$ cat src/rtl/clock_cmd_scheduler_if.sv
// Command-path bundle between the raw button/tick inputs and the time counter.
// The slave side is the scheduler; the master side drives buttons, tick and op_done.
interface clock_cmd_scheduler_if;
  logic [2:0] btn;
  logic       tick_1hz;
  logic       op_done;
  logic [1:0] operate;
  logic       op_valid;
  logic       busy;
  logic       timeout_err;

  modport master (
    output btn, tick_1hz, op_done,
    input  operate, op_valid, busy, timeout_err
  );

  modport slave (
    input  btn, tick_1hz, op_done,
    output operate, op_valid, busy, timeout_err
  );
endinterface

$ cat src/rtl/clock_cmd_scheduler.sv
// Button front end for the clock's time-set path: sync, debounce, sticky requests,
// fixed-priority issue of one operate command at a time, kept off 1 Hz tick cycles.
module clock_cmd_scheduler #(
  parameter int DB_CYCLES     = 250000,
  parameter int REPEAT_DELAY  = 25000000,
  parameter int REPEAT_PERIOD = 5000000,
  parameter int ACK_TIMEOUT   = 255
) (
  input  logic                  clk,
  input  logic                  reset,
  clock_cmd_scheduler_if.slave  bus
);
  localparam int DBW = $clog2(DB_CYCLES + 1);
  localparam int RPW = $clog2(REPEAT_DELAY + REPEAT_PERIOD + 1);
  localparam int TOW = $clog2(ACK_TIMEOUT + 1);
  localparam logic [DBW-1:0] DB_LAST     = DBW'(DB_CYCLES - 1);
  localparam logic [RPW-1:0] DELAY_LAST  = RPW'(REPEAT_DELAY - 1);
  localparam logic [RPW-1:0] PERIOD_LAST = RPW'(REPEAT_PERIOD - 1);
  localparam logic [TOW-1:0] TO_LAST     = TOW'(ACK_TIMEOUT - 1);

  localparam logic [1:0] OP_NONE = 2'b00;
  localparam logic [1:0] OP_MIN  = 2'b10;
  localparam logic [1:0] OP_SEC  = 2'b01;
  localparam logic [1:0] OP_CLR  = 2'b11;

  typedef enum logic [1:0] {
    IDLE = 2'b00,
    WAIT = 2'b01,
    GAP  = 2'b10
  } state_t;

  logic [2:0]     sync1_r;
  logic [2:0]     sync2_r;
  logic [2:0]     deb_r;
  logic [2:0]     deb_d_r;
  logic [2:0]     pending_r;
  logic [DBW-1:0] db_cnt_r [3];
  logic [RPW-1:0] rep_cnt_r;
  logic           rep_armed_r;
  logic [TOW-1:0] to_cnt_r;
  state_t         state_r;
  state_t         state_s;
  logic [1:0]     operate_r;
  logic [1:0]     operate_s;
  logic           op_valid_r;
  logic           op_valid_s;
  logic           busy_r;
  logic           timeout_err_r;
  logic           timeout_set_s;
  logic [2:0]     set_s;
  logic [2:0]     clr_s;
  logic           rep_held_s;
  logic           rep_fire_s;

  // Two-flop synchroniser and per-bit debounce counters.
  always_ff @(posedge clk) begin
    if (reset) begin
      sync1_r <= 3'b000;
      sync2_r <= 3'b000;
      deb_r   <= 3'b000;
      deb_d_r <= 3'b000;
      for (int b = 0; b < 3; b++) begin
        db_cnt_r[b] <= '0;
      end
    end else begin
      sync1_r <= bus.btn;
      sync2_r <= sync1_r;
      deb_d_r <= deb_r;
      for (int b = 0; b < 3; b++) begin
        if (sync2_r[b] == deb_r[b]) begin
          db_cnt_r[b] <= '0;
        end else if (db_cnt_r[b] == DB_LAST) begin
          deb_r[b]    <= sync2_r[b];
          db_cnt_r[b] <= '0;
        end else begin
          db_cnt_r[b] <= db_cnt_r[b] + DBW'(1);
        end
      end
    end
  end

  // Holding starts the cycle after the edge that raised the minute_add request,
  // so the first repeat lands REPEAT_DELAY cycles after the initial request.
  assign rep_held_s = deb_r[2] & deb_d_r[2];
  assign rep_fire_s = rep_held_s &
                      (rep_armed_r ? (rep_cnt_r == PERIOD_LAST) : (rep_cnt_r == DELAY_LAST));
  assign set_s      = {(deb_r[2] & ~deb_d_r[2]) | rep_fire_s, deb_r[1:0] & ~deb_d_r[1:0]};

  // Auto-repeat counter: initial delay phase, then periodic phase.
  always_ff @(posedge clk) begin
    if (reset || !rep_held_s) begin
      rep_cnt_r   <= '0;
      rep_armed_r <= 1'b0;
    end else if (rep_fire_s) begin
      rep_cnt_r   <= '0;
      rep_armed_r <= 1'b1;
    end else begin
      rep_cnt_r   <= rep_cnt_r + RPW'(1);
      rep_armed_r <= rep_armed_r;
    end
  end

  // Acknowledge timeout counter, only meaningful while waiting.
  always_ff @(posedge clk) begin
    if (reset || (state_r != WAIT)) begin
      to_cnt_r <= '0;
    end else begin
      to_cnt_r <= to_cnt_r + TOW'(1);
    end
  end

  // Next-state and command selection.
  always_comb begin
    state_s       = state_r;
    operate_s     = operate_r;
    op_valid_s    = op_valid_r;
    clr_s         = 3'b000;
    timeout_set_s = 1'b0;
    case (state_r)
      IDLE: begin
        if ((pending_r != 3'b000) && !bus.tick_1hz) begin
          op_valid_s = 1'b1;
          state_s    = WAIT;
          if (pending_r[0]) begin
            operate_s = OP_CLR;
            clr_s     = 3'b111;
          end else if (pending_r[1]) begin
            operate_s = OP_SEC;
            clr_s     = 3'b010;
          end else begin
            operate_s = OP_MIN;
            clr_s     = 3'b100;
          end
        end else begin
          state_s = IDLE;
        end
      end
      WAIT: begin
        if (bus.op_done) begin
          op_valid_s = 1'b0;
          operate_s  = OP_NONE;
          state_s    = GAP;
        end else if (to_cnt_r == TO_LAST) begin
          op_valid_s    = 1'b0;
          operate_s     = OP_NONE;
          timeout_set_s = 1'b1;
          state_s       = GAP;
        end else begin
          state_s = WAIT;
        end
      end
      GAP: begin
        state_s = IDLE;
      end
      default: begin
        state_s    = IDLE;
        operate_s  = OP_NONE;
        op_valid_s = 1'b0;
      end
    endcase
  end

  // State, pending requests and registered outputs.
  always_ff @(posedge clk) begin
    if (reset) begin
      state_r       <= IDLE;
      operate_r     <= OP_NONE;
      op_valid_r    <= 1'b0;
      pending_r     <= 3'b000;
      busy_r        <= 1'b0;
      timeout_err_r <= 1'b0;
    end else begin
      state_r       <= state_s;
      operate_r     <= operate_s;
      op_valid_r    <= op_valid_s;
      pending_r     <= (pending_r & ~clr_s) | set_s;
      busy_r        <= (state_r != IDLE) || (pending_r != 3'b000);
      timeout_err_r <= timeout_err_r | timeout_set_s;
    end
  end

  assign bus.operate     = operate_r;
  assign bus.op_valid    = op_valid_r;
  assign bus.busy        = busy_r;
  assign bus.timeout_err = timeout_err_r;
endmodule
$ cat src/flat_wrapper.sv
// flat-port wrapper written by rule: the top's interface ports become plain ports
module clock_cmd_scheduler_flat 
#(
  parameter int DB_CYCLES     = 250000,
  parameter int REPEAT_DELAY  = 25000000,
  parameter int REPEAT_PERIOD = 5000000,
  parameter int ACK_TIMEOUT   = 255
)
  (clk, reset, bus_btn, bus_tick_1hz, bus_op_done, bus_operate, bus_op_valid, bus_busy, bus_timeout_err);
  clock_cmd_scheduler_if bus_i ();
  input  logic clk;
  input  logic reset;
  input wire logic [$bits(bus_i.btn)-1:0] bus_btn;
  input wire logic [$bits(bus_i.tick_1hz)-1:0] bus_tick_1hz;
  input wire logic [$bits(bus_i.op_done)-1:0] bus_op_done;
  output wire logic [$bits(bus_i.operate)-1:0] bus_operate;
  output wire logic [$bits(bus_i.op_valid)-1:0] bus_op_valid;
  output wire logic [$bits(bus_i.busy)-1:0] bus_busy;
  output wire logic [$bits(bus_i.timeout_err)-1:0] bus_timeout_err;
  assign bus_i.btn = bus_btn;
  assign bus_i.tick_1hz = bus_tick_1hz;
  assign bus_i.op_done = bus_op_done;
  assign bus_operate = bus_i.operate;
  assign bus_op_valid = bus_i.op_valid;
  assign bus_busy = bus_i.busy;
  assign bus_timeout_err = bus_i.timeout_err;
  clock_cmd_scheduler #(.DB_CYCLES(DB_CYCLES), .REPEAT_DELAY(REPEAT_DELAY), .REPEAT_PERIOD(REPEAT_PERIOD), .ACK_TIMEOUT(ACK_TIMEOUT)) u_core (.clk(clk), .reset(reset), .bus(bus_i));
endmodule
$ cat config.mk
export PLATFORM = sky130hd
export DESIGN_NAME = clock_cmd_scheduler_flat
export DESIGN_NICKNAME = d
export VERILOG_FILES = /design/src/rtl/clock_cmd_scheduler_if.sv /design/src/rtl/clock_cmd_scheduler.sv /design/src/flat_wrapper.sv
export SDC_FILE = /design/constraint.sdc
export NUM_CORES = 1
export LEC_CHECK = 0
export ABC_AREA = 1
export CAP_MARGIN = 15
export CORE_MARGIN = 1.5
export CORE_UTILIZATION = 40
export DETAILED_ROUTE_END_ITERATION = 6
export PLACE_DENSITY = 0.53
export SLEW_MARGIN = 20
export SYNTH_ARGS = -nofsm -noshare
export SYNTH_HDL_FRONTEND = slang
export SYNTH_SLANG_ARGS = --single-unit
$ cat constraint.sdc
create_clock -name clk -period 2.2 [get_ports clk]
set_clock_uncertainty 0.05 [all_clocks]
set_input_delay 0.55 -clock clk [delete_from_list [all_inputs] [get_ports clk]]
set_output_delay 0.55 -clock clk [all_outputs]
set_load 0.05 [all_outputs]
==> metrics.md, run 1 <==
| Metric | Value |
|---|---|
| Port bufs | 11 |
| Crit Path Class | flip-flop to output port |
| Post-detail-place hpwl | 8.682 mm |
| FF-to-FF Start | u_core.db_cnt_r[0][0] |
| Post-placement cell count | between 1000 and 1500 |
| Post-route ant nets | 0 |
| Clock buffer count from CTS | 9 |
| Post-synth EDFFs | 54 |
| Top post-synthesis cells by area | edfxtp_1 (28%), dfxtp_1 (19%), nor2_1 (12%) |
| Part of the cycle the worst path needs | 0.9523 |
| Final Hold Viols | 0 |
| Yosys warns | 0 |
| Area of the multi-input gates | 2846 um2 |
| First-pass GRT wire length | roughly 20 mm |
| Clock Path Buffers | 2 |
| CTS root buf | clkbuf_16 |
| Total Neg Setup Slack | 0 ns |
| Core area | 13990 um2 |
| Die X | about 120 um |
| Hold/Removal Path Class | flip-flop to flip-flop |
| Slew Viols, Final | 0 |
| WL/cell | ~11 um |
| Reg clk slew, reported paths | 0.08 ns |
| Hold buffers post-CTS | 0 |
| Sinks on Clock Net | 110 |
| Slew at the pin closest to its max-slew limit | 0.5141 ns |
| DR DRC count | 0 |
| Initial antenna violation count | 0 |
| Post-Syn Area per Cell | 7.618 um2 |
| CP max stage cell | clkdlybuf4s50_1 |
| Buf+Inv Stages, Crit Path | 1 |
| Critical path endpoint category | output port |
| Critical-path cell list | clkdlybuf4s50_1 |
| Die Ht | 123.3 um |
| # setup viols final | 0 |
| Status | complete, no violations |
| Worst setup SP type | flip-flop |
| Area growth, synth to finish | 14.03% |
| Boundary pin count | 12 |
| Commonest non-fill, non-tap cells in the layout | nor2_1 (180), nand2_1 (161), inv_1 (86) |
| Relative slew slack | 0.6567 |
| Fin crit period | 2.095 ns |
| CP delay by family, top | buffers and inverters |
| Synth top area share | 0.2801 |
| Pre-CTS WS | 0.06078 ns |
| Most used DFF post-synth | dfxtp_1 |
| Final core occ | 0.4719 |
| Final worst slack | between 0.1 and 0.15 ns |
| Asr flop ratio synth | 0 |
| Power Dens Cells | 616.0 nW/um2 |
| Nets | around 850 |
| Vias in the first global route | about 4400 |
| Total Wirelength | around 12 mm |
| CTS H-tree depth | 3 |
| Synth unique cells | 33 |
| Filler cell count | 1434 |
| Worst-path fanout max | 2 |
| Share of cells above drive strength 1 | 0.05496 |
| GRT Residual Overflow | 0 |
| Drt first pass iters | 5 |
| Peak supply drop | 360.1 uV |
| Post-Syn Area | around 5800 um2 |
| Die ar. | 15200 um2 |
| LEAKAGE | 2.486 nW |
| Cell Count, Final, Fillers Out | 1017 |
| Via density | 4.765 |
| Initial Utilization | 0.4139 |
| GRT Overall Usage | 0.1644 |
| Area leader, netlist | edfxtp_1 |
| Row cnt | 43 |
| Yosys reg bits | 110 |
| Worst path required time | 1.60 ns |
| Max Cap Violations | 0 |
| Slowest stage delay, CP | approximately 0.8 ns |
| CP Data Arrival Time | 1.50 ns |
| Largest net degree at the start of global routing | 26 |
| Seq/Total Area, Yosys | 0.4737 |
| CTS tree | done |
| Hold path start | u_core.sync1_r[2] |
| Vias | 4846 |
| Register area | 2743 um2 |
| Mapped Cells | between 700 and 800 |
| Max frequency | 477.3 MHz |
| Worst skew pair latency | 0.35 ns |
| Gpl congestion | 0.8620 |
| Diode count | 0 |
| WHS | approximately 0.36 ns |
| Commonest non-fill, non-tap cell in the layout | nor2_1 |
| RSZ-0062 raised after global routing | false |
| Critical path startpoint | u_core.bus.operate[1] |
| Initial DRC count | 297 |
## Yosys cell counts (2+ instances only)
library cell / instances
nor2_1: 180
nand2_1: 161
inv_1: 86
dfxtp_1: 56
edfxtp_1: 54
nand3_1: 43
a21oi_1: 40
nand4_1: 24
xor2_1: 22
o21ai_0: 17
xnor2_1: 13
nor3_1: 9
nand2_2: 8
nand3b_1: 8
ha_1: 6
buf_6: 5
nor2_2: 5
or2_2: 4
a31oi_1: 3
nand3_2: 2
nor2_4: 2
## path summary, 6_finish.rpt
kind / to / slack, ns / cells past startpoint
max: bus_operate[1] / 0.10 / 1
min: u_core.sync2_r[2] / 0.36 / 2
max reg2reg: u_core.db_cnt_r[0][8] / 0.30 / 8
min reg2reg: u_core.sync2_r[2] / 0.36 / 2
## report_power, final
| group | switching (mW) | total (mW) | internal, mW |
|---|---|---|---|
| Sequential | 0.0470 | 2.24 | 2.19 |
| Combinational | 0.0824 | 0.130 | 0.0476 |
| Clock | 0.805 | 1.70 | 0.893 |
| Total | 0.934 | 4.07 | 3.13 |
## kinds of logic (layout without fill, tap and decap cells)
group | count (synthesis) | in the layout | synth area share
buffers and inverters | 95 | 119 | 0.06894
DFF | 110 | 110 | 0.4737
adders and majority gates | 6 | 6 | 0.01297
other | 1 | 54 | 0.0006477
AOI/OAI and AO/OA | 63 | 63 | 0.05663
xor gates and xnor gates | 35 | 35 | 0.05295
and+or+nand+nor | 450 | 450 | 0.3341
## area by class of cell
class	instances	share of cell area
clock buffer	11	0.03999
clock inverter	5	0.007013
inverter	88	0.05023
multi-input combinational	608	0.4312
sequential	110	0.4155
tap	180	0.03412
timing repair buffer	15	0.02199
## per-layer routing
layer,vias up,wire length [um],track usage
li1,2535,-,-
met1,2222,5699,0.2231
met2,69,5254,0.2632
met3,20,330,0.02445
met4,0,235,0.06753
met5,-,0,0
## through the flow
step	area, um2	power [mW]
after floorplan	5988	2.369
after global placement	6286	2.412
after detailed placement	6286	2.416
after CTS	6596	4.128
after global routing	6601	4.218
final	6601	4.066
## repair_timing
item	in CTS	in global routing
resized for setup	0	2
buffers inserted	0	0
setup endpoints to repair	0	2
## sequential cells by signal (all words and copies together), names as in the netlist, 2 cells and up
name / count
u_core.to_cnt_r: 8
u_core.pending_r: 3
u_core.state_r: 2
u_core.deb_r: 3
u_core.sync1_r: 3
u_core.sync2_r: 3
u_core.db_cnt_r: 54
u_core.bus.operate: 2
u_core.rep_cnt_r: 25
u_core.deb_d_r: 3
(Power assumes the default switching activity.)
==> inputs of run 2 (changes only) <==
--- a/config.mk
+++ b/config.mk
@@ -11,6 +11,7 @@
 export CORE_UTILIZATION = 40
 export DETAILED_ROUTE_END_ITERATION = 6
 export PLACE_DENSITY = 0.53
+export REMOVE_ABC_BUFFERS = 1
 export SLEW_MARGIN = 20
 export SYNTH_ARGS = -nofsm -noshare
 export SYNTH_HDL_FRONTEND = slang
==> metrics.md, run 2 (synthesis results as in run 1) <==
| Metric | Value |
|---|---|
| Status | complete, no violations |
| Sinks on Clock Net | 110 |
| Worst flop-to-flop path endpoint | u_core.db_cnt_r[0][9] |
| CTS H-tree depth | 3 |
| Post-detail-place hpwl | 8.565 mm |
| DR DRC count | 0 |
| Relative slew slack | 0.6565 |
| CP max stage cell | clkdlybuf4s50_1 |
| Seq pwr share | 0.567 |
| Die X | 123.3 um |
| # setup viols final | 0 |
| Fin crit period | approximately 2.1 ns |
| Share of cells above drive strength 1 | 0.05269 |
| Commonest non-fill, non-tap cells in the layout | nor2_1 (180), nand2_1 (161), inv_1 (86) |
| Peak supply drop | about 320 uV |
| Via density | 4.674 |
| Crit Path Class | flip-flop to output port |
| Part of the cycle the worst path needs | 0.9540 |
| LEAKAGE | 2.427 nW |
| Hold buffers post-CTS | 0 |
| Nets | ~840 |
| GRT Overall Usage | 0.1667 |
| Hold path start | u_core.sync1_r[0] |
| Post-route ant nets | 0 |
| CTS tree | done |
| Slowest stage delay, CP | 0.81 ns |
| Vias in the first global route | between 4000 and 5000 |
| GRT Residual Overflow | 0 |
| First-pass GRT wire length | ~20 mm |
| Port bufs | 11 |
| Drt first pass iters | 5 |
| Largest regs | u_core.db_cnt_r x54, u_core.rep_cnt_r x25, u_core.to_cnt_r x8 |
| Gpl congestion | ~0.90 |
| Hold EP | u_core.sync2_r[0] |
| Critical-path cell list | clkdlybuf4s50_1 |
| Logic gate share of total power | 0.032 |
| Initial DRC count | 291 |
| Commonest non-fill, non-tap cell in the layout | nor2_1 |
| CTS root buf | clkbuf_16 |
| Largest net degree at the start of global routing | 26 |
| Row cnt | 43 |
| Area growth, synth to finish | 13.16% |
| Clock Path Buffers | 2 |
| Clock buffer count from CTS | 9 |
| CP Data Arrival Time | 1.50 ns |
| Slew Viols, Final | 0 |
| Worst-path fanout max | 1 |
| Worst setup SP type | flip-flop |
| Hold/Removal Path Class | flip-flop to flip-flop |
| PostCTS Resize Cnt | 0 |
| Final core occ | 0.4683 |
| R2r setup slk | 0.31 ns |
| Total Neg Setup Slack | 0 ns |
| Cell Count, Final, Fillers Out | 1015 |
| Hold depth | 2 |
| Buf+Inv Stages, Crit Path | 1 |
| Slew at the pin closest to its max-slew limit | 0.5136 ns |
| Post-placement cell count | 999 |
| Die Ht | around 120 um |
| PnR Total Power | 3.948 mW |
| Largest Register | u_core.db_cnt_r |
| Max frequency | 476.4 MHz |
| Initial antenna violation count | 0 |
| Critical path endpoint category | output port |
| Vias | 4744 |
| Worst path required time | 1.60 ns |
| Initial Utilization | 0.4139 |
| Final Hold Viols | 0 |
| Switching Power | approximately 870 uW |
| Total Wirelength | 11.43 mm |
| WL/cell | 11.26 um |
| WHS | 0.3504 ns |
| Core area | approximately 14000 um2 |
| Power Dens Cells | roughly 600 nW/um2 |
| Reg2reg path depth | 8 |
| Post-CTS Setup Inserts | 0 |
| Largest register FFs | between 50 and 60 |
| FF-to-FF Start | u_core.db_cnt_r[0][0] |
| Die ar. | 15200 um2 |
| Reg clk slew, reported paths | 0.07 ns |
| Sw frac | 0.2215 |
| RSZ-0062 raised after global routing | false |
| Max Cap Violations | 0 |
| Boundary pin count | 12 |
| CP delay by family, top | buffers and inverters |
| Clock share of power | 0.401 |
| Int Power | between 3 and 4 mW |
| Worst skew pair latency | 0.35 ns |
| Diode count | 0 |
## run 2: area by class of cell
cell class                 count  area [um2]
clock inverter                 5       31.28
multi-input combinational    608        2846
timing repair buffer          13       120.1
inverter                      88       331.6
sequential                   110        2743
clock buffer                  11       254.0
fill                        1448        7437
tap                          180       225.2
## run 2: per-stage QoR
stage | instance area, um2 | setup slack (ns)
3_3_place_gp | 6266 | 0.08010
3_5_place_dp | 6266 | 0.04359
2_1_floorplan | 5921 | 0.5716
6_report | 6551 | 0.1011
5_1_grt | 6551 | 0.04624
4_1_cts | 6551 | 0.07504
## run 2: tightest hold or removal path, stage by stage, from the launching register on
cell	delay, ns
dfxtp_1	0.30
inv_1	0.04
nor2_1	0.03
## run 2: per-layer routing
metal	GRT usage	wire length [um]	vias up	share of wire
met4	0.06753	192	0	0.017
li1	-	-	2524	-
met2	0.2806	5412	53	0.47
met3	0.02721	318	13	0.028
met5	0	0	-	0
met1	0.2136	5509	2154	0.48
## run 2: power groups by stage
stage | clock network [mW] | logic [mW] | registers, mW
3_3_place_gp | 0 | 0.125 | 2.28
5_1_grt | 1.71 | 0.151 | 2.25
4_1_cts | 1.63 | 0.126 | 2.24
2_1_floorplan | 0 | 0.0885 | 2.27
3_5_place_dp | 0 | 0.125 | 2.29
6_report | 1.58 | 0.127 | 2.24
## run 2: how the worst max path moves through the flow
| stage | slack (ns) | to | cells after the start | startpoint |
|---|---|---|---|---|
| after floorplan | 0.57 | u_core.db_cnt_r[1][12] | 6 | u_core.db_cnt_r[1][0] |
| after global placement | 0.08 | u_core.db_cnt_r[2][11] | 6 | reset |
| after detailed placement | 0.04 | u_core.db_cnt_r[2][11] | 6 | reset |
| after CTS | 0.08 | bus_busy | 1 | u_core.bus.busy |
| after global routing | 0.05 | bus_operate[1] | 1 | u_core.bus.operate[1] |
| final | 0.10 | bus_busy | 1 | u_core.bus.busy |
